[config.mk]
export PLATFORM = sky130hd
export DESIGN_NAME = matrix_transpose_stream
export DESIGN_NICKNAME = d
export VERILOG_FILES = /design/src/rtl/matrix_transpose_stream.sv
export SDC_FILE = /design/constraint.sdc
export NUM_CORES = 1
export LEC_CHECK = 0
export BUFFER_PORTS_ARGS = -buffer_cell sky130_fd_sc_hd__buf_2
export CELL_PAD_IN_SITES_DETAIL_PLACEMENT = 1
export CELL_PAD_IN_SITES_GLOBAL_PLACEMENT = 2
export CORE_MARGIN = 3
export CORE_UTILIZATION = 51
export CTS_BUF_LIST = sky130_fd_sc_hd__clkbuf_8
export DETAILED_ROUTE_END_ITERATION = 7
export PLACE_DENSITY_LB_ADDON = 0.1
export SYNTH_ARGS = -nofsm -noshare
export SYNTH_HDL_FRONTEND = slang
export SYNTH_SLANG_ARGS = --single-unit
export TNS_END_PERCENT = 10
[constraint.sdc]
create_clock -name clk -period 5 [get_ports clk]
set_clock_uncertainty 0.05 [all_clocks]
set_input_delay 0.25 -clock clk [delete_from_list [all_inputs] [get_ports clk]]
set_output_delay 0.25 -clock clk [all_outputs]
set_load 0.005 [all_outputs]
[src/rtl/matrix_transpose_stream.sv]
// -----------------------------------------------------------------------------
// matrix_transpose_stream
//
// Streaming matrix transpose with ping-pong buffering. An N x D signed matrix
// arrives as a row-major element stream and leaves as its D x N transpose,
// also row-major. Each matrix may instead be passed through unchanged. One
// bank fills while the other drains, so throughput is one element per cycle
// on each side.
//
// Ports:
//   clk             rising-edge clock for all logic
//   reset           synchronous active-low reset (0 = reset)
//   mode_transpose  1 = transpose, 0 = pass-through; taken with first element
//   in_valid        input element valid
//   in_ready        input element accepted when in_valid && in_ready
//   in_data         signed input element, row-major
//   in_last         end-of-matrix marker, only checked against the count
//   out_valid       output element valid
//   out_ready       downstream ready
//   out_data        signed output element (0 while out_valid is low)
//   out_last        final element of the output matrix
//   busy            any bank full or a partial matrix loaded
//   len_err         sticky in_last / element-count mismatch
// -----------------------------------------------------------------------------
module matrix_transpose_stream #(
    parameter int N     = 3,
    parameter int D     = 4,
    parameter int WIDTH = 8
) (
    input  logic                    clk,
    input  logic                    reset,
    input  logic                    mode_transpose,
    input  logic                    in_valid,
    output logic                    in_ready,
    input  logic signed [WIDTH-1:0] in_data,
    input  logic                    in_last,
    output logic                    out_valid,
    input  logic                    out_ready,
    output logic signed [WIDTH-1:0] out_data,
    output logic                    out_last,
    output logic                    busy,
    output logic                    len_err
);

    localparam int TOTAL = N * D;
    localparam int CW    = (TOTAL > 1) ? $clog2(TOTAL) : 1;
    localparam int NW    = (N > 1) ? $clog2(N) : 1;
    localparam int DW    = (D > 1) ? $clog2(D) : 1;

    localparam logic [CW-1:0] LAST_IDX = CW'(TOTAL - 1);
    localparam logic [NW-1:0] LAST_OC  = NW'(N - 1);

    logic signed [WIDTH-1:0] mem [2][TOTAL];

    logic [1:0]    full;
    logic [1:0]    full_next;
    logic [1:0]    mode_b;
    logic          wr_bank;
    logic          rd_bank;
    logic [CW-1:0] wr_cnt;
    logic [CW-1:0] rd_cnt;
    logic [CW-1:0] rd_idx;
    logic [NW-1:0] oc;
    logic [DW-1:0] orow;

    logic wr_fire;
    logic wr_done;
    logic rd_fire;
    logic rd_done;

    // Handshake qualifiers. Both ready/valid come from registered flags only,
    // so there is no combinational path from out_ready to in_ready.
    assign in_ready  = !full[wr_bank];
    assign wr_fire   = in_valid && in_ready;
    assign wr_done   = wr_fire && (wr_cnt == LAST_IDX);

    assign out_valid = full[rd_bank];
    assign rd_fire   = out_valid && out_ready;
    assign rd_done   = rd_fire && (rd_cnt == LAST_IDX);

    assign busy      = (|full) || (wr_cnt != '0);

    // Read address: a transposed matrix walks down the stored columns
    // (oc selects the stored row, orow the stored column); pass-through
    // simply follows the linear count.
    always_comb begin
        // NOTE: every always_comb output gets a default first so no path
        // leaves it unassigned, which would otherwise infer a latch.
        rd_idx = rd_cnt;
        if (mode_b[rd_bank]) begin
            rd_idx = CW'(int'(oc) * D + int'(orow));
        end
    end

    assign out_data = out_valid ? mem[rd_bank][rd_idx] : '0;
    assign out_last = out_valid && (rd_cnt == LAST_IDX);

    // Bank flags. A bank can only be written while empty and only read while
    // full, so a completing write and a completing read always touch
    // different banks and both updates can be applied independently.
    always_comb begin
        full_next = full;
        if (wr_done) full_next[wr_bank] = 1'b1;
        if (rd_done) full_next[rd_bank] = 1'b0;
    end

    // NOTE: the element storage has no reset. Stale contents are unreachable
    // because reads are gated by the full flags and out_data is forced to 0
    // while out_valid is low, so resetting the array would buy nothing.
    always_ff @(posedge clk) begin
        if (wr_fire) begin
            mem[wr_bank][wr_cnt] <= in_data;
        end
    end

    // NOTE: all sequential state uses non-blocking assignments so every
    // register samples the pre-edge values of the others.
    always_ff @(posedge clk) begin
        if (!reset) begin
            full    <= '0;
            mode_b  <= '0;
            wr_bank <= 1'b0;
            rd_bank <= 1'b0;
            wr_cnt  <= '0;
            rd_cnt  <= '0;
            oc      <= '0;
            orow    <= '0;
            len_err <= 1'b0;
        end else begin
            full <= full_next;

            if (wr_fire) begin
                if (wr_cnt == '0) begin
                    mode_b[wr_bank] <= mode_transpose;
                end
                if (wr_done) begin
                    wr_bank <= ~wr_bank;
                    wr_cnt  <= '0;
                end else begin
                    wr_cnt  <= wr_cnt + 1'b1;
                end
                // Matrix length is defined by count; in_last is only audited.
                if (in_last != (wr_cnt == LAST_IDX)) begin
                    len_err <= 1'b1;
                end
            end

            if (rd_fire) begin
                if (rd_done) begin
                    rd_bank <= ~rd_bank;
                    rd_cnt  <= '0;
                    oc      <= '0;
                    orow    <= '0;
                end else begin
                    rd_cnt <= rd_cnt + 1'b1;
                    if (oc == LAST_OC) begin
                        oc   <= '0;
                        orow <= orow + 1'b1;
                    end else begin
                        oc   <= oc + 1'b1;
                    end
                end
            end
        end
    end

endmodule

==> impl_metrics.yaml, run 1 <==
synthesis:
  seq_area_frac_synth_pct: 67.80
  synthArstFlopShare_pct: 0
  yosysUniqueCellTypes: 45
  yosysTopAreaCell: "edfxtp_1"
  synth-seq-cells: 212
  synth_fp_nets: 628
  synth_area_leaders: "edfxtp_1 63%, mux4_2 7.9%, dfxtp_1 4.4%"
  yosys_warnings: 0
  syn_inst: 609
  yosysTopAreaCellShare_pct: 63.40
  synth.avg_cell_area_um2: 14.93
  mappedNetlistArea_mm2: 0.009094
  ys.flop_type: "edfxtp_1"
  synth_edf_count: 192
run:
  maxCapViolations: 0
critical_path:
  worstSetupPathType: "flip-flop to output pin"
  r2r_cells: 4
  startpoint_type: "flip-flop"
  crit_required_ns: 4.70
  path_cells: "mux2i_4 -> buf_4 -> mux2_4 -> mux4_2 -> a22o_1 -> o21ai_0 -> a31oi_1 -> buf_2"
  end_kind: "output pin"
  cp_slowest_cell: "dfxtp_1"
  critical-path-max-stage-delay_ns: 0.53
  arrival_ns: 3.68
  crit_fanout: 17
pwr:
  p_per_area_mw_per_mm2: 340.7
  p_leak_nw: 3.371
  power_w: 0.003419
  vdd_drop_max_uv: 251.0
final_layout:
  fin_nets: 666
  final_cell_mix: "192 x edfxtp_1, 47 x nand2_1, 40 x o21ai_0"
  area_growth_pct: 10.36
  post_route_cells_drive_above_1_share_pct: 19.61
  antenna_cells: 0
  final_common_cell: "edfxtp_1"
  utilization_pct: 57.82
global_routing:
  antenna_found_initial: 0
  grt-ovfl-total: 0
  grt_pass1_vias: 5807
  grt_max_degree: 65
  track_usage_pct: 22.46
  grt_pass1_wl_um: 33350
routing:
  routed_wl_um: 21690
  drtIter0Drc: 476
  wire_per_inst_um: 24.28
  vias: 5400
  firstDrtPassIters: 5
  postRouteAntennaNets: 0
  drc: 0
  viasPerCell: 6.047
clock_network:
  clock_path_buffers: 3
  cts_resized: 0
  clock_sinks: 212
  numCtsBuffers: 36
  cts_tree: "done"
  clock_latency_ns: 0.50
  cts-root-buf: "clkbuf_8"
  clkTransAtPathRegs_ns: 0.05
  post_cts_buffers: 0
  htreeDepth: 2
sta:
  setup_viol: 0
  timing.fmax_ghz: 0.2514
  hold_violations: 0
  grt_setup_unrepaired: "no"
  worst_slew_pin_slew_ns: 1.152
  finalCritPeriodShare_pct: 79.57
  worst_slack_ns: 1.022
  worst_hold_slack_ns: 0.07377
  slew_violations: 0
  tns_ns: 0
  slew_headroom_pct: 22.90
  fin_crit_ns: 3.978
floorplanning:
  io_pins: 27
  dieArea_mm2: 0.01947
  fp-row-count: 48
  start_util_pct: 52.39
  die_width_um: 139.5
  design.core.area_mm2: 0.01736
  die_h_um: 139.5
hold_path:
  hold_path_depth: 4
  min_path_type: "input port to flip-flop"
placed_design:
  port_buffers: 26
  gp_congestion: 0.8322
  place_ws_ns: 1.626
  dp_hpwl_um: 14110
run_status:
  outcome: "finished clean"
[final timing paths]
kind                start           to  slack [ns]
setup / recovery  rd_bank  out_data[4]        1.02
hold reg to reg   len_err      len_err        0.45
hold / removal    in_last      len_err        0.07
setup reg to reg  wr_bank   mem[1][78]        2.06
[Yosys cell counts, drive strengths merged (2+ instances only)]
cell type and instances:
edfxtp 192, nand2 47, o21ai 40, nor2 33, nor3 33, mux4 32, a21oi 28, nor3b 24
clkbuf 22, dfxtp 20, mux2i 15, buf 14, mux2 11, nor2b 10, a211oi 8, and2 8
a31oi 5, ha 5, inv 5, nand3 5, o21a 5, a21boi 4, a22o 4, nor4 4
nor4b 4, o2111ai 4, o211ai 4, or3 4, or3b 4, xnor2 3, a22oi 2, nand2b 2
nand3b 2
[per-layer routing]
| metal | GRT usage [%] | vias up | wire length [µm] |
|---|---|---|---|
| li1 | - | 2446 | - |
| met2 | 37.25 | 151 | 10760 |
| met1 | 30.54 | 2768 | 9211 |
| met4 | 7.190 | 0 | 523 |
| met5 | 0 | - | 0 |
| met3 | 4.089 | 35 | 1192 |
[worst max-delay path, delay by kind of cell, from the launching register on]
family | cells | cell delay, ns
muxes | 3 | 1.29
AOI/OAI and AO/OA | 3 | 0.87
DFF | 1 | 0.53
buffers and inverters | 2 | 0.46
[what timing repair did]
action,CTS,global route
hold buffers,1,0
endpoints found under the setup margin,0,0
endpoints found under the hold margin,2,0
[layout make-up]
cell class	instances	area, µm²
fill	1659	7321
inverter	5	18.77
clock inverter	20	90.09
clock buffer	39	536.8
sequential	212	6170
tap	225	281.5
multi-input combinational	356	2731
timing repair buffer	36	207.7
[report_power, final]
part | internal, W | switching, W
clock network | 0.000714 | 0.000652
registers | 0.00195 | 0.00000605
logic | 0.0000293 | 0.0000717
total | 0.00269 | 0.000729
[per-stage QoR]
step / instances / cell area (µm²)
2_1_floorplan: 609 / 9094
3_3_place_gp: 833 / 9399
3_5_place_dp: 833 / 9399
4_1_cts: 893 / 10040
5_1_grt: 893 / 10040
6_report: 893 / 10040
[flip-flops by register name (all words and copies together), names as in the netlist, named ones only]
signal and count:
wr_cnt 4, wr_bank 1, oc 2, mode_b 2
orow 2, full 2, len_err 1, mem 192
rd_cnt 4, rd_bank 1
[cells by family (layout without fill, tap and decap cells)]
kind of cell / after synthesis / in the layout / synth area share (%)
AO/OA/AOI/OAI: 107 / 107 / 7.072
flip-flops: 212 / 212 / 67.80
multiplexers: 58 / 58 / 11.46
XOR/XNOR: 4 / 4 / 0.3853
adder cells (fa/ha/maj): 5 / 5 / 0.6879
AND/OR/NAND/NOR: 182 / 182 / 10.43
buffers and inverters: 41 / 100 / 2.160
(Power assumes the default switching activity.)
==> run 2: changes to the inputs <==
ABC_AREA = 1   (was not set)
CORE_UTILIZATION = 43   (was 51)
clock period = 4 ns   (was 5 ns; I/O delays follow)
==> run 2 against run 1 <==
Effect of this change: die area increased by 18%; largest cell class unchanged; wire length increased by 20%; cell count increased by 39%; via count increased by 23%; critical path depth increased by 3; critical endpoint is now out_data[7]; first-iteration DRC count decreased by 2.7%; clock-buffer cell count increased by 1; sequential share of layout area decreased by 1.9 points.
==> impl_metrics.yaml, run 2 <==
clock_network:
  post_cts_buffers: 0
  cts_resized: 0
  numCtsBuffers: 37
  htreeDepth: 2
  cts_tree: "done"
  clock_sinks: 212
  clock_latency_ns: 0.51
  holdBufCountCts: 4
  clkTransAtPathRegs_ns: 0.06
  clock_path_buffers: 3
  cts-root-buf: "clkbuf_8"
routing:
  drc: 0
  firstDrtPassIters: 5
  routed_wl_um: 26090
  viasPerCell: 5.346
  wire_per_inst_um: 21.07
  drtIter0Drc: 463
  postRouteAntennaNets: 0
  vias: 6618
global_routing:
  antenna_found_initial: 0
  grt-ovfl-total: 0
  grt_pass1_wl_um: 40600
  track_usage_pct: 23.53
  grt_pass1_vias: 7013
  grt_max_degree: 58
synthesis:
  synth_edf_count: 192
  yosysMostFrequentCell: "nand2_1"
  synthAdderAreaFrac_pct: 0.6860
  synth_fp_nets: 903
  synthArstFlopShare_pct: 0
  yosysUniqueCellTypes: 30
  yosys_warnings: 0
  synth_area_leaders: "edfxtp_1 63%, nand2_1 9.1%, nor2_1 7.2%"
  synth_top_family_by_area: "simple AND/OR/NAND/NOR gates"
  synth-seq-cells: 212
  yosysTopAreaCellShare_pct: 63.22
  yosysTopAreaCell: "edfxtp_1"
  syn_inst: 884
  synthTopCellsByCount: "221 x nand2_1, 192 x edfxtp_1, 176 x nor2_1, 96 x nand3_1, 31 x inv_1"
  synthXorXnorAreaFrac_pct: 0
  mappedNetlistArea_mm2: 0.009120
  synth.avg_cell_area_um2: 10.32
  yosys-mux-area-fraction_pct: 0.8780
  synth_compound_area_share_pct: 3.155
  yosys.area_share.simple_pct: 24.15
  seq_area_frac_synth_pct: 67.61
  ys.flop_type: "edfxtp_1"
run_status:
  outcome: "finished clean"
final_layout:
  antenna_cells: 0
  final_area_mm2: 0.01036
  final_cell_mix: "221 x nand2_1, 192 x edfxtp_1, 176 x nor2_1"
  largest_register_ffs: 192
  final_cells: 1238
  fin_nets: 959
  largestRegisters: "mem x192, rd_cnt x4, wr_cnt x4"
  top_register: "mem"
  area_growth_pct: 13.58
  final_common_cell: "nand2_1"
  post_route_cells_drive_above_1_share_pct: 12.50
sta:
  tns_ns: 0
  grt_setup_unrepaired: "no"
  timing.fmax_ghz: 0.2801
  fin_crit_ns: 3.570
  slew_violations: 0
  worst_slew_pin_slew_ns: 0.9615
  slew_headroom_pct: 35.67
  setup_viol: 0
  hold_violations: 0
  finalCritPeriodShare_pct: 89.25
critical_path:
  worstSetupPathType: "flip-flop to output pin"
  startpoint_type: "flip-flop"
  crit_required_ns: 3.75
  arrival_ns: 3.32
  end_kind: "output pin"
  crit_fanout: 27
placed_design:
  place_area_mm2: 0.009633
  dp_cells: 1167
  dp_hpwl_um: 16320
  gp_congestion: 0.8422
  port_buffers: 26
hold_path:
  min_path_type: "input port to flip-flop"
pwr:
  p_per_area_mw_per_mm2: 437.2
  vdd_drop_max_uv: 299.4
  power_w: 0.004528
  p_leak_nw: 3.961
floorplanning:
  die_width_um: 151.6
  design.core.area_mm2: 0.02056
  io_pins: 27
  dieArea_mm2: 0.02299
  die_h_um: 151.6
  fp-row-count: 52
  start_util_pct: 44.36
run:
  maxCapViolations: 0
[run 2: cell types whose count changed after synthesis, moves of 26 or more]
cell / delta
inv_1: +26
mux4_2: -32
nor2_1: +144
nand3_1: +91
nor3_1: -28
nand2_1: +174
[run 2: final timing paths]
path / cells after the start / slack [ns] / end / startpoint
max: 11 / 0.43 / out_data[7] / rd_bank
max reg2reg: 7 / 1.15 / mem[1][70] / wr_bank
min reg2reg: 2 / 0.43 / len_err / len_err
min: 5 / 0.04 / rd_cnt[2] / out_ready
[run 2: per-layer routing]
layer  track usage [%]  share of wire [%]  vias to the layer above
met5                 0                  0                        -
met4             5.705                1.7                        0
met3             3.629                4.6                       31
met2             38.83                 48                      157
met1             33.00                 46                     3302
li1                  -                  -                     3128
[run 2: stage by stage]
stage | hold WS, ns | worst slack, ns | util [%]
after floorplan | 0.2489 | 1.709 | -
after global placement | 0.3935 | 0.9157 | 46.85
after detailed placement | 0.4186 | 0.9637 | 46.85
after CTS | 0.01784 | 0.4109 | 50.38
after global routing | 0.06322 | 0.2194 | 50.38
final | 0.04312 | 0.4299 | 50.38
[run 2: critical path, stage by stage (launching register included)]
cell	delay, ns
dfxtp_1	0.42
inv_2	0.11
nand2_2	0.11
nand3_1	0.50
nand2_2	0.81
nand2_1	0.11
nand3_1	0.13
nand2_1	0.07
nor2_1	0.20
nor2_1	0.10
nor2_1	0.11
buf_2	0.12
[run 2: final cells by class]
type	count	area, µm²
Sequential cell	212	6170
Clock inverter	27	135.1
Clock buffer	40	550.5
Timing Repair Buffer	57	385.4
Fill cell	2337	10200
Tap cell	270	337.8
Multi-Input combinational cell	596	2645
Inverter	36	135.1
[run 2: power breakdown]
group	internal, W	switching, W	total, W
sequential	0.00243	0.00000671	0.00244
combinational	0.0000635	0.000185	0.000249
clock	0.000985	0.000855	0.00184
[run 2: cells by family (layout without fill, tap and decap cells)]
logic type      after synthesis  count (layout)
compound gates               52              52
fa+ha+maj                     5               5
buf+inv                      76             160
flops                       212             212
mux                           8               8
simple gates                531             531
